**src/rtl/cassette_tx_sequencer_if.sv**
```systemverilog
// Byte-source / ULA-side signal bundle for cassette_tx_sequencer.
//   master : the byte source and command side (drives bit_tick, start, abort, byte stream)
//   slave  : the sequencer (drives byte_ready and all ULA-facing outputs)
// Signals:
//   bit_tick   one-clk pulse per cassette bit period
//   start      level, begin a save when idle
//   abort      level, cancel a save in progress
//   byte_data  next byte to send
//   byte_valid byte_data valid
//   byte_last  byte_data is the final byte of the block
//   byte_ready byte taken this clk when byte_valid & byte_ready
//   txd        serial bit to ULA TxD (mark = 1)
//   tx_enable  ULA tone enable
//   ctrl_out   ULA control word
//   ctrl_wr    one-clk strobe when ctrl_out changes
//   busy       save in progress
//   done       one-clk pulse on normal completion
//   underrun   sticky: source had no byte at a frame boundary
interface cassette_tx_sequencer_if;
  logic       bit_tick;
  logic       start;
  logic       abort;
  logic [7:0] byte_data;
  logic       byte_valid;
  logic       byte_last;
  logic       byte_ready;
  logic       txd;
  logic       tx_enable;
  logic [7:0] ctrl_out;
  logic       ctrl_wr;
  logic       busy;
  logic       done;
  logic       underrun;

  modport master (
    output bit_tick, start, abort, byte_data, byte_valid, byte_last,
    input  byte_ready, txd, tx_enable, ctrl_out, ctrl_wr, busy, done, underrun
  );

  modport slave (
    input  bit_tick, start, abort, byte_data, byte_valid, byte_last,
    output byte_ready, txd, tx_enable, ctrl_out, ctrl_wr, busy, done, underrun
  );
endinterface

```
**src/rtl/cassette_tx_sequencer.sv**
```systemverilog
// cassette_tx_sequencer
// Sequences one cassette save through the serial ULA: raises the motor bit in
// the ULA control word, waits a spin-up interval, sends a high-tone leader,
// frames each byte as start(0) + 8 data bits LSB first + stop(1), sends a
// trailer and drops the motor again. All ULA-facing outputs are registered;
// byte_ready is combinational so a byte is taken on the same clk it is offered.
// Ports:
//   clk    fast ULA clock
//   rst_n  asynchronous active-low reset
//   bus    cassette_tx_sequencer_if.slave (byte stream in, ULA controls out)
module cassette_tx_sequencer #(
  parameter int unsigned SPINUP_TICKS = 1200,
  parameter int unsigned LEADER_BITS  = 6000,
  parameter int unsigned TRAILER_BITS = 1200,
  parameter logic [2:0]  BAUD_SEL     = 3'b001,
  parameter int unsigned CNT_W        = 16
) (
  input  logic                    clk,
  input  logic                    rst_n,
  cassette_tx_sequencer_if.slave  bus
);

  localparam logic [CNT_W-1:0] SPIN_LAST  = CNT_W'(SPINUP_TICKS - 1);
  localparam logic [CNT_W-1:0] LEAD_LAST  = CNT_W'(LEADER_BITS - 1);
  localparam logic [CNT_W-1:0] TRAIL_LAST = CNT_W'(TRAILER_BITS - 1);
  localparam logic [CNT_W-1:0] CNT_ONE    = CNT_W'(1);

  typedef enum logic [2:0] {
    S_IDLE,
    S_SPINUP,
    S_LEADER,
    S_DATA,
    S_TRAILER
  } state_t;

  state_t           state_q, state_n;
  logic [CNT_W-1:0] cnt_q, cnt_n;
  // 0 = frame idle (between frames), 1..8 = next data bit to emit, 9 = stop bit next
  logic [3:0]       bit_cnt_q, bit_cnt_n;
  logic             last_q, last_n;
  logic             txd_q, txd_n;
  logic             txen_q, txen_n;
  logic             motor_q, motor_n;
  logic             ctrl_wr_q, ctrl_wr_n;
  logic             done_q, done_n;
  logic             underrun_q, underrun_n;
  logic [7:0]       shreg_q, shreg_n;
  logic             frame_idle;
  logic             boundary;

  assign frame_idle = (bit_cnt_q == 4'd0);
  // A frame boundary is offered only while a further byte is still expected.
  assign boundary   = (state_q == S_DATA) && frame_idle && bus.bit_tick &&
                      !bus.abort && !last_q;

  assign bus.byte_ready = boundary;
  assign bus.txd        = txd_q;
  assign bus.tx_enable  = txen_q;
  assign bus.ctrl_out   = {motor_q, 1'b0, BAUD_SEL, BAUD_SEL};
  assign bus.ctrl_wr    = ctrl_wr_q;
  assign bus.busy       = (state_q != S_IDLE);
  assign bus.done       = done_q;
  assign bus.underrun   = underrun_q;

  always_comb begin
    state_n    = state_q;
    cnt_n      = cnt_q;
    bit_cnt_n  = bit_cnt_q;
    last_n     = last_q;
    txd_n      = txd_q;
    txen_n     = txen_q;
    motor_n    = motor_q;
    ctrl_wr_n  = 1'b0;
    done_n     = 1'b0;
    underrun_n = underrun_q;
    shreg_n    = shreg_q;

    if (state_q != S_IDLE && bus.abort) begin
      // Abort overrides every other event; the partial frame is dropped.
      state_n   = S_IDLE;
      cnt_n     = '0;
      bit_cnt_n = 4'd0;
      last_n    = 1'b0;
      txd_n     = 1'b1;
      txen_n    = 1'b0;
      motor_n   = 1'b0;
      ctrl_wr_n = 1'b1;
    end else begin
      case (state_q)
        S_IDLE: begin
          if (bus.start && !bus.abort) begin
            state_n    = S_SPINUP;
            cnt_n      = '0;
            bit_cnt_n  = 4'd0;
            last_n     = 1'b0;
            txd_n      = 1'b1;
            txen_n     = 1'b0;
            motor_n    = 1'b1;
            ctrl_wr_n  = 1'b1;
            underrun_n = 1'b0;
          end
        end
        S_SPINUP: begin
          if (bus.bit_tick) begin
            if (cnt_q == SPIN_LAST) begin
              state_n = S_LEADER;
              cnt_n   = '0;
              txen_n  = 1'b1;
            end else begin
              cnt_n = cnt_q + CNT_ONE;
            end
          end
        end
        S_LEADER: begin
          if (bus.bit_tick) begin
            if (cnt_q == LEAD_LAST) begin
              state_n   = S_DATA;
              cnt_n     = '0;
              bit_cnt_n = 4'd0;
              last_n    = 1'b0;
            end else begin
              cnt_n = cnt_q + CNT_ONE;
            end
          end
        end
        S_DATA: begin
          if (bus.bit_tick) begin
            if (frame_idle) begin
              if (last_q) begin
                state_n = S_TRAILER;
                cnt_n   = '0;
              end else if (bus.byte_valid) begin
                shreg_n   = bus.byte_data;
                last_n    = bus.byte_last;
                txd_n     = 1'b0;
                bit_cnt_n = 4'd1;
              end else begin
                // No byte: line stays at mark, acting as an extra stop bit.
                underrun_n = 1'b1;
              end
            end else if (bit_cnt_q == 4'd9) begin
              txd_n     = 1'b1;
              bit_cnt_n = 4'd0;
            end else begin
              txd_n     = shreg_q[0];
              shreg_n   = {1'b0, shreg_q[7:1]};
              bit_cnt_n = bit_cnt_q + 4'd1;
            end
          end
        end
        S_TRAILER: begin
          if (bus.bit_tick) begin
            if (cnt_q == TRAIL_LAST) begin
              state_n   = S_IDLE;
              cnt_n     = '0;
              txen_n    = 1'b0;
              motor_n   = 1'b0;
              ctrl_wr_n = 1'b1;
              done_n    = 1'b1;
            end else begin
              cnt_n = cnt_q + CNT_ONE;
            end
          end
        end
        default: begin
          state_n = S_IDLE;
        end
      endcase
    end
  end

  always_ff @(posedge clk or negedge rst_n) begin
    if (!rst_n) begin
      state_q    <= S_IDLE;
      cnt_q      <= '0;
      bit_cnt_q  <= 4'd0;
      last_q     <= 1'b0;
      txd_q      <= 1'b1;
      txen_q     <= 1'b0;
      motor_q    <= 1'b0;
      ctrl_wr_q  <= 1'b0;
      done_q     <= 1'b0;
      underrun_q <= 1'b0;
    end else begin
      state_q    <= state_n;
      cnt_q      <= cnt_n;
      bit_cnt_q  <= bit_cnt_n;
      last_q     <= last_n;
      txd_q      <= txd_n;
      txen_q     <= txen_n;
      motor_q    <= motor_n;
      ctrl_wr_q  <= ctrl_wr_n;
      done_q     <= done_n;
      underrun_q <= underrun_n;
    end
  end

  // Shift register holds data only; bit_cnt gates every use of it.
  always_ff @(posedge clk) begin
    shreg_q <= shreg_n;
  end

endmodule
```
**src/flat_wrapper.sv**
```systemverilog
// flat-port wrapper written by rule: the top's interface ports become plain ports
module cassette_tx_sequencer_flat 
#(
  parameter int unsigned SPINUP_TICKS = 1200,
  parameter int unsigned LEADER_BITS  = 6000,
  parameter int unsigned TRAILER_BITS = 1200,
  parameter logic [2:0]  BAUD_SEL     = 3'b001,
  parameter int unsigned CNT_W        = 16
)
  (clk, rst_n, bus_bit_tick, bus_start, bus_abort, bus_byte_data, bus_byte_valid, bus_byte_last, bus_byte_ready, bus_txd, bus_tx_enable, bus_ctrl_out, bus_ctrl_wr, bus_busy, bus_done, bus_underrun);
  cassette_tx_sequencer_if bus_i ();
  input  logic clk;
  input  logic rst_n;
  input wire logic [$bits(bus_i.bit_tick)-1:0] bus_bit_tick;
  input wire logic [$bits(bus_i.start)-1:0] bus_start;
  input wire logic [$bits(bus_i.abort)-1:0] bus_abort;
  input wire logic [$bits(bus_i.byte_data)-1:0] bus_byte_data;
  input wire logic [$bits(bus_i.byte_valid)-1:0] bus_byte_valid;
  input wire logic [$bits(bus_i.byte_last)-1:0] bus_byte_last;
  output wire logic [$bits(bus_i.byte_ready)-1:0] bus_byte_ready;
  output wire logic [$bits(bus_i.txd)-1:0] bus_txd;
  output wire logic [$bits(bus_i.tx_enable)-1:0] bus_tx_enable;
  output wire logic [$bits(bus_i.ctrl_out)-1:0] bus_ctrl_out;
  output wire logic [$bits(bus_i.ctrl_wr)-1:0] bus_ctrl_wr;
  output wire logic [$bits(bus_i.busy)-1:0] bus_busy;
  output wire logic [$bits(bus_i.done)-1:0] bus_done;
  output wire logic [$bits(bus_i.underrun)-1:0] bus_underrun;
  assign bus_i.bit_tick = bus_bit_tick;
  assign bus_i.start = bus_start;
  assign bus_i.abort = bus_abort;
  assign bus_i.byte_data = bus_byte_data;
  assign bus_i.byte_valid = bus_byte_valid;
  assign bus_i.byte_last = bus_byte_last;
  assign bus_byte_ready = bus_i.byte_ready;
  assign bus_txd = bus_i.txd;
  assign bus_tx_enable = bus_i.tx_enable;
  assign bus_ctrl_out = bus_i.ctrl_out;
  assign bus_ctrl_wr = bus_i.ctrl_wr;
  assign bus_busy = bus_i.busy;
  assign bus_done = bus_i.done;
  assign bus_underrun = bus_i.underrun;
  cassette_tx_sequencer #(.SPINUP_TICKS(SPINUP_TICKS), .LEADER_BITS(LEADER_BITS), .TRAILER_BITS(TRAILER_BITS), .BAUD_SEL(BAUD_SEL), .CNT_W(CNT_W)) u_core (.clk(clk), .rst_n(rst_n), .bus(bus_i));
endmodule
```
**config.mk**
```make
export PLATFORM = sky130hd
export DESIGN_NAME = cassette_tx_sequencer_flat
export DESIGN_NICKNAME = d
export VERILOG_FILES = /design/src/rtl/cassette_tx_sequencer_if.sv /design/src/rtl/cassette_tx_sequencer.sv /design/src/flat_wrapper.sv
export SDC_FILE = /design/constraint.sdc
export NUM_CORES = 1
export LEC_CHECK = 0
export CAP_MARGIN = 20
export CORE_MARGIN = 5
export CORE_UTILIZATION = 50
export DETAILED_ROUTE_END_ITERATION = 16
export MAX_ROUTING_LAYER = met4
export PLACE_DENSITY = 0.76
export SLEW_MARGIN = 15
export SYNTH_ARGS = -nofsm -noshare
export SYNTH_HDL_FRONTEND = slang
export SYNTH_SLANG_ARGS = --single-unit
```
**constraint.sdc**
```tcl
create_clock -name clk -period 2.3 [get_ports clk]
set_input_delay 0.345 -clock clk [delete_from_list [all_inputs] [get_ports clk]]
set_output_delay 0.345 -clock clk [all_outputs]
set_load 0.01 [all_outputs]
```
==> impl_metrics.env, run 1 <==
export IMPL_outcome="finished clean"
export IMPL_cp_end_kind="flop"
export IMPL_drive_gt1_frac=0.179
export IMPL_core_um2=4750
export IMPL_drt_wl_total_um=5830
export IMPL_ioPinCount=30
export IMPL_cp_startpoint="u_core.cnt_q[13]"
export IMPL_start_util=0.519
export IMPL_clock_fmax_mhz=459
export IMPL_cap_violations=0
export IMPL_ys_ff_latch=38
export IMPL_hp_class="primary input to asynchronous set/reset pin"
export IMPL_worstMarginPinSlew_ns=0.598
export IMPL_ctsRootBufferMaster="clkbuf_8"
export IMPL_cp_required_ns=2.48
export IMPL_synth_flop_cell="dfrtp_1"
export IMPL_syn_cell_area_um2=2470
export IMPL_rows=25
export IMPL_clock_latency_ns=0.29
export IMPL_endpoint="u_core.state_q[0]"
export IMPL_rr_worst_depth=5
export IMPL_synth_distinct_cells=65
export IMPL_swShare=0.380
export IMPL_rrSetupSlack_ns=0.12
export IMPL_synth_area_leader_cell="dfrtp_1"
export IMPL_cts_made_buffers=5
export IMPL_synth_edf_count=8
export IMPL_critical_path_class="flop to flop"
export IMPL_combPwrFrac=0.476
export IMPL_syn2layout_area_growth_pct=23.7
export IMPL_drt_iter0_drc=137
export IMPL_nFillCells=414
export IMPL_layoutNonFillerInstCount=386
export IMPL_antenna_left=0
export IMPL_path_max_fanout=4
export IMPL_pwr_share_clk=0.206
export IMPL_rsz0062_at_grt="false"
export IMPL_antenna_found_initial=0
export IMPL_fin_nets=337
export IMPL_dr_total_vias=2190
export IMPL_setup_viol=0
export IMPL_port_buffers=22
export IMPL_intPower_mw=1.68
export IMPL_yosysWarnings=0
export IMPL_diodes=0
export IMPL_cts_tree="built"
export IMPL_p_leak_nw=1.24
export IMPL_synth_common_cells="nand2_1 (40), dfrtp_1 (29), nor2_1 (21)"
export IMPL_syn_instance_count=274
export IMPL_drc=0
export IMPL_slew_headroom=0.601
export IMPL_syn_avg_cell_area_um2=9.00
export IMPL_hold_buffers=0
export IMPL_report_final_slew_viol_count=0
export IMPL_async_reset_ff_frac=0.789
export IMPL_hold_viol_final=0
export IMPL_grt_overflow=0
export IMPL_skew_ns=0.00958
export IMPL_ys_seq_area_frac=0.402
export IMPL_setup_tns_ns=0
export IMPL_dp_hpwl_um=4380
export IMPL_cts_buffer_depth=2
export IMPL_power_frac_seq=0.318
export IMPL_track_usage=0.201
export IMPL_die_height_um=80.2
export IMPL_peakVddDrop_mv=0.669
export IMPL_die_area_um2=6440
export IMPL_grt_pass1_vias=2095
export IMPL_die_w_um=80.2
export IMPL_synthMostInstantiatedCell="nand2_1"
export IMPL_p_sw_mw=1.03
export IMPL_dp_cells=377
export IMPL_worstReg2RegEnd="u_core.state_q[0]"
export IMPL_arrival_ns=2.36
export IMPL_grt_start_max_net_pins=31
export IMPL_drt_vias_per_instance=5.67
export IMPL_drt_wirelength_per_cell_um=15.1
export IMPL_gp_congestion=0.927
export IMPL_firstDrtPassIters=4
export IMPL_synthTopCellsByArea="dfrtp_1 (29%), edfxtp_1 (9.7%), nand2_1 (6.1%)"
export IMPL_critPathLaunchType="flop"
export IMPL_grt_pass1_wl_um=9940
export IMPL_h_tree_depth=2
export IMPL_period_minus_slack_ns=2.18
export IMPL_finalCritPeriodShare=0.948
export IMPL_cts_sinks=38
export IMPL_synth_top_area_frac=0.294
export IMPL_power_density_nw_per_um2=888
export IMPL_r2r_start="u_core.cnt_q[13]"
export IMPL_clk_pin_slew_worst_paths_ns=0.08
cells in the final DEF, fill, tap and decap left out, drive strengths merged, types with 2 or more instances in the layout:
cell type      synthesis  layout
o211ai                10      10
xnor2                  9       9
inv                    9       9
nand3                 12      12
nor2                  22      22
a32oi                  2       2
buf                   14      34
o21ai                 16      16
o311ai                 2       2
a21oi                  4       4
clkinv                 0       2
o2bb2ai                2       2
nand3b                 3       3
clkdlybuf4s50          0      21
nand4b                 2       2
nand2b                 2       2
dfrtp                 29      29
conb                   2       7
or3b                   2       2
o221ai                 2       2
nor2b                  5       5
a31oi                  3       3
nor4                   6       6
or4                    2       2
nor3                   5       5
or2                    3       3
nand2                 40      40
a311oi                 8       8
nand4                  5       5
and4                   3       3
ha                     4       4
a21o                   3       3
and3                   4       4
clkbuf                10       5
edfxtp                 8       8
state kept, by name, summed over array words and instances, names as in the netlist:
register	flops
u_core.bus.done	1
u_core.last_q	1
u_core.bus.tx_enable	1
u_core.bus.ctrl_wr	1
u_core.cnt_q	16
u_core.bus.underrun	1
u_core.shreg_q	8
u_core.bit_cnt_q	4
u_core.bus.txd	1
u_core.motor_q	1
u_core.state_q	3
worst min path at each step:
stage	cells past startpoint	start	end
finish	2	rst_n	u_core.last_q
global route	2	rst_n	u_core.last_q
CTS	2	rst_n	u_core.bus.underrun
detailed placement	2	u_core.bus.txd	u_core.bus.txd
global placement	2	u_core.bus.txd	u_core.bus.txd
floorplan	0	rst_n	u_core.bit_cnt_q[0]
per-stage QoR:
stage	utilization	instance area (um^2)	power (mW)	worst slack, ns	hold slack (ns)
detailed placement	0.612	2910	2.11	-0.100	0.460
finish	0.642	3050	2.71	0.119	0.444
global placement	0.612	2910	2.09	-0.0408	0.456
CTS	0.638	3030	2.69	0.0186	0.452
floorplan	-	2480	1.66	0.125	0.0494
global route	0.642	3050	2.90	0.00878	0.487
critical path: stages, from the launching register on:
cell and delay [ns]:
dfrtp_1 0.40, or4_4 0.59, nor3_4 0.29, a2111oi_4 0.15, nor4_4 0.28, mux2_1 0.35
layout make-up:
cell class | instances | area [um^2] | share of cell area
Clock inverter | 3 | 40.0 | 0.0131
Sequential cell | 38 | 992 | 0.325
Timing Repair Buffer | 56 | 477 | 0.156
Inverter | 9 | 33.8 | 0.0111
Multi-Input combinational cell | 208 | 1360 | 0.444
Tap cell | 67 | 83.8 | 0.0275
Clock buffer | 5 | 68.8 | 0.0226
layer usage:
| metal | up-vias | routed length (um) | GRT usage |
|---|---|---|---|
| met5 | - | 0 | - |
| met4 | 0 | 0 | 0.0574 |
| met3 | 0 | 300 | 0.0392 |
| met2 | 63 | 2830 | 0.304 |
| met1 | 1052 | 2700 | 0.275 |
| li1 | 1075 | - | - |
cells by family (layout without fill, tap and decap cells):
kind of cell    Yosys count  in the layout  synth area share
other cells               2              7           0.00305
mux                       2              2           0.00862
buf+inv                  33             73            0.0654
fa+ha+maj                 4              4            0.0203
simple gates            122            122             0.274
compound gates           63             63             0.191
flops                    38             38             0.402
xor+xnor                 10             10            0.0355
power by group through the flow:
stage | Clock [mW] | Combinational [mW] | Sequential (mW)
floorplan | 0 | 0.791 | 0.865
global placement | 0 | 1.23 | 0.865
detailed placement | 0 | 1.24 | 0.870
CTS | 0.573 | 1.26 | 0.860
global route | 0.614 | 1.41 | 0.873
finish | 0.558 | 1.29 | 0.862
repair_timing:
action / 4_1_cts / 5_1_grt
buffers inserted: 0 / 1
pin swaps: 0 / 2
gates resized for setup: 5 / 2
setup endpoints to repair: 1 / 10
Power figures use the tool's default switching activity.
==> run 2: changes to the inputs <==
--- a/config.mk
+++ b/config.mk
@@ -7,10 +7,10 @@
 export LEC_CHECK = 0
 export CAP_MARGIN = 20
 export CORE_MARGIN = 5
-export CORE_UTILIZATION = 50
+export CORE_UTILIZATION = 60
 export DETAILED_ROUTE_END_ITERATION = 16
 export MAX_ROUTING_LAYER = met4
-export PLACE_DENSITY = 0.76
+export PLACE_DENSITY = 0.85
 export SLEW_MARGIN = 15
 export SYNTH_ARGS = -nofsm -noshare
 export SYNTH_HDL_FRONTEND = slang
==> constraint.sdc (replaced) <==
create_clock -name clk -period 2.8 [get_ports clk]
set_input_delay 0.42 -clock clk [delete_from_list [all_inputs] [get_ports clk]]
set_output_delay 0.42 -clock clk [all_outputs]
set_load 0.01 [all_outputs]
==> run 2 against run 1 <==
Compared with the run above:
- first-iteration DRC count rose by 61%
- via count up 0.96%
- critical path depth rose by 1
- worst setup slack better by 0.23 ns
- critical endpoint is now u_core.cnt_q[3]
- cell area down 4.9%
- wire length shrank 0.19%
- die area fell by 15%
- combinational power is 27% lower
- critical path type unchanged
- sequential share of layout area is 1.7 points higher
- largest power group unchanged
==> impl_metrics.env, run 2 (synthesized netlist as in run 1, its figures left out) <==
export IMPL_outcome="finished clean"
export IMPL_layout_setup_ws_ns=0.352
export IMPL_dp_hpwl_um=4230
export IMPL_clk_pin_slew_worst_paths_ns=0.08
export IMPL_drc=0
export IMPL_cp_end_kind="flop"
export IMPL_crit_slowest_cell="or4_4"
export IMPL_max_stage_delay_ns=0.61
export IMPL_core_um2=4000
export IMPL_cts_sinks=38
export IMPL_cts_buffer_depth=2
export IMPL_antenna_left=0
export IMPL_die_height_um=74.1
export IMPL_die_w_um=74.1
export IMPL_p_leak_nw=1.18
export IMPL_diodes=0
export IMPL_track_usage=0.237
export IMPL_drive_gt1_frac=0.123
export IMPL_firstDrtPassIters=5
export IMPL_setup_viol=0
export IMPL_hold_viol_final=0
export IMPL_fin_nets=319
export IMPL_hp_class="flop to flop"
export IMPL_critical_path_class="flop to flop"
export IMPL_ioPinCount=30
export IMPL_largest_register="u_core.cnt_q"
export IMPL_setup_tns_ns=0
export IMPL_dp_cells=343
export IMPL_skew_ns=0.00764
export IMPL_layoutNonFillerInstCount=351
export IMPL_rsz0062_at_grt="false"
export IMPL_h_tree_depth=2
export IMPL_cp_required_ns=2.95
export IMPL_p_total_mw=2.24
export IMPL_dr_total_vias=2211
export IMPL_worstMarginPinSlew_ns=0.660
export IMPL_clock_fmax_mhz=409
export IMPL_period_minus_slack_ns=2.45
export IMPL_top_regs="u_core.cnt_q (16), u_core.shreg_q (8), u_core.bit_cnt_q (4)"
export IMPL_ctsRootBufferMaster="clkbuf_8"
export IMPL_drt_wl_total_um=5820
export IMPL_drt_wirelength_per_cell_um=16.6
export IMPL_start_util=0.617
export IMPL_power_density_nw_per_um2=773
export IMPL_cts_tree="built"
export IMPL_layout_commonest_cell="nand2_1"
export IMPL_die_area_um2=5490
export IMPL_grt_overflow=0
export IMPL_report_final_slew_viol_count=0
export IMPL_cp_cell_sequence="or4_4 > nor3_2 > a2111oi_4 > buf_4 > o21ai_1 > o211ai_1"
export IMPL_slew_headroom=0.557
export IMPL_final_cell_mix="nand2_1 (40), dfrtp_1 (29), nor2_1 (21), clkdlybuf4s50_1 (21), buf_4 (16)"
export IMPL_peakVddDrop_mv=0.471
export IMPL_syn2layout_area_growth_pct=17.7
export IMPL_drt_vias_per_instance=6.30
export IMPL_path_max_fanout=10
export IMPL_grt_pass1_wl_um=9800
export IMPL_port_buffers=22
export IMPL_antenna_found_initial=0
export IMPL_gp_congestion=0.884
export IMPL_critPathLaunchType="flop"
export IMPL_arrival_ns=2.60
export IMPL_clock_latency_ns=0.29
export IMPL_dpl_worst_slack_ns=0.316
export IMPL_rows=23
export IMPL_drt_iter0_drc=221
export IMPL_finalCritPeriodShare=0.874
export IMPL_cap_violations=0
export IMPL_grt_pass1_vias=2003
export IMPL_nFillCells=298
export IMPL_cts_setup_buffers=0
export IMPL_grt_start_max_net_pins=31
export IMPL_largest_reg_flops=16
export IMPL_cts_made_buffers=5
[run 2: changes by cell type in the layout (fill, tap and decap cells not counted), sizes merged]
cell,before,now
bufinv,1,2
clkdlybuf4s15,1,0
buf,34,16
clkinv,2,1
dlymetal6s2s,0,1
[run 2: final cells by class]
type | instances | area (um^2) | share of cell area
inverters | 9 | 33.8 | 0.0116
flip-flops and latches | 38 | 992 | 0.342
multi-input cells | 208 | 1340 | 0.461
clock buffers | 5 | 68.8 | 0.0237
well taps | 50 | 62.6 | 0.0216
repair buffers | 38 | 343 | 0.118
clock inverters | 3 | 63.8 | 0.0220
[run 2: metal layers]
metal  GRT usage  up-vias  wire, um
met2       0.359       99      2760
li1            -     1050         -
met4      0.0644        0        73
met3      0.0473       11       426
met1       0.325     1051      2560
met5           -        -         0
[run 2: final timing paths]
kind	from	to	slack, ns	cells after the start
max reg2reg	u_core.cnt_q[13]	u_core.cnt_q[3]	0.35	6
min	u_core.bus.txd	u_core.bus.txd	0.48	2
max	u_core.cnt_q[13]	u_core.cnt_q[3]	0.35	6
min reg2reg	u_core.bus.txd	u_core.bus.txd	0.48	2
max in group asynchronous	rst_n	u_core.bus.txd	1.97	2
min in group asynchronous	rst_n	u_core.bus.underrun	0.50	2
[run 2: timing repair]
| action | CTS | global route |
|---|---|---|
| endpoints found under the setup margin | 1 | 1 |
| pin swaps | 0 | 0 |
| hold buffers | 0 | 0 |
| gates resized for setup | 1 | 1 |
[run 2: metrics by stage]
step                       util  hold WS [ns]  cell area [um^2]
after floorplan               -         0.124              2480
after global placement    0.690         0.457              2760
after detailed placement  0.690         0.459              2760
after CTS                 0.725         0.477              2900
after global routing      0.725         0.523              2900
final                     0.725         0.485              2900
[run 2: where the power goes]
group / total (mW) / internal [mW] / switching (mW) / leakage [nW]
clock network: 0.546 / 0.352 / 0.193 / 0.0658
registers: 0.749 / 0.648 / 0.101 / 0.474
logic: 0.947 / 0.404 / 0.543 / 0.639
[run 2: critical path: cells and delay by family, from the launching register on]
kind	cells	cell delay (ns)
AOI/OAI and AO/OA	3	0.68
buffers and inverters	1	0.21
and+or+nand+nor	2	0.97
DFF	1	0.45
==> run 3: changes to the inputs <==
--- a/config.mk
+++ b/config.mk
@@ -15,3 +15,4 @@
 export SYNTH_ARGS = -nofsm -noshare
 export SYNTH_HDL_FRONTEND = slang
 export SYNTH_SLANG_ARGS = --single-unit
+export TNS_END_PERCENT = 30
==> results of run 3 <==
No change in the layout: final DEF, timing and power equal those of run 2.
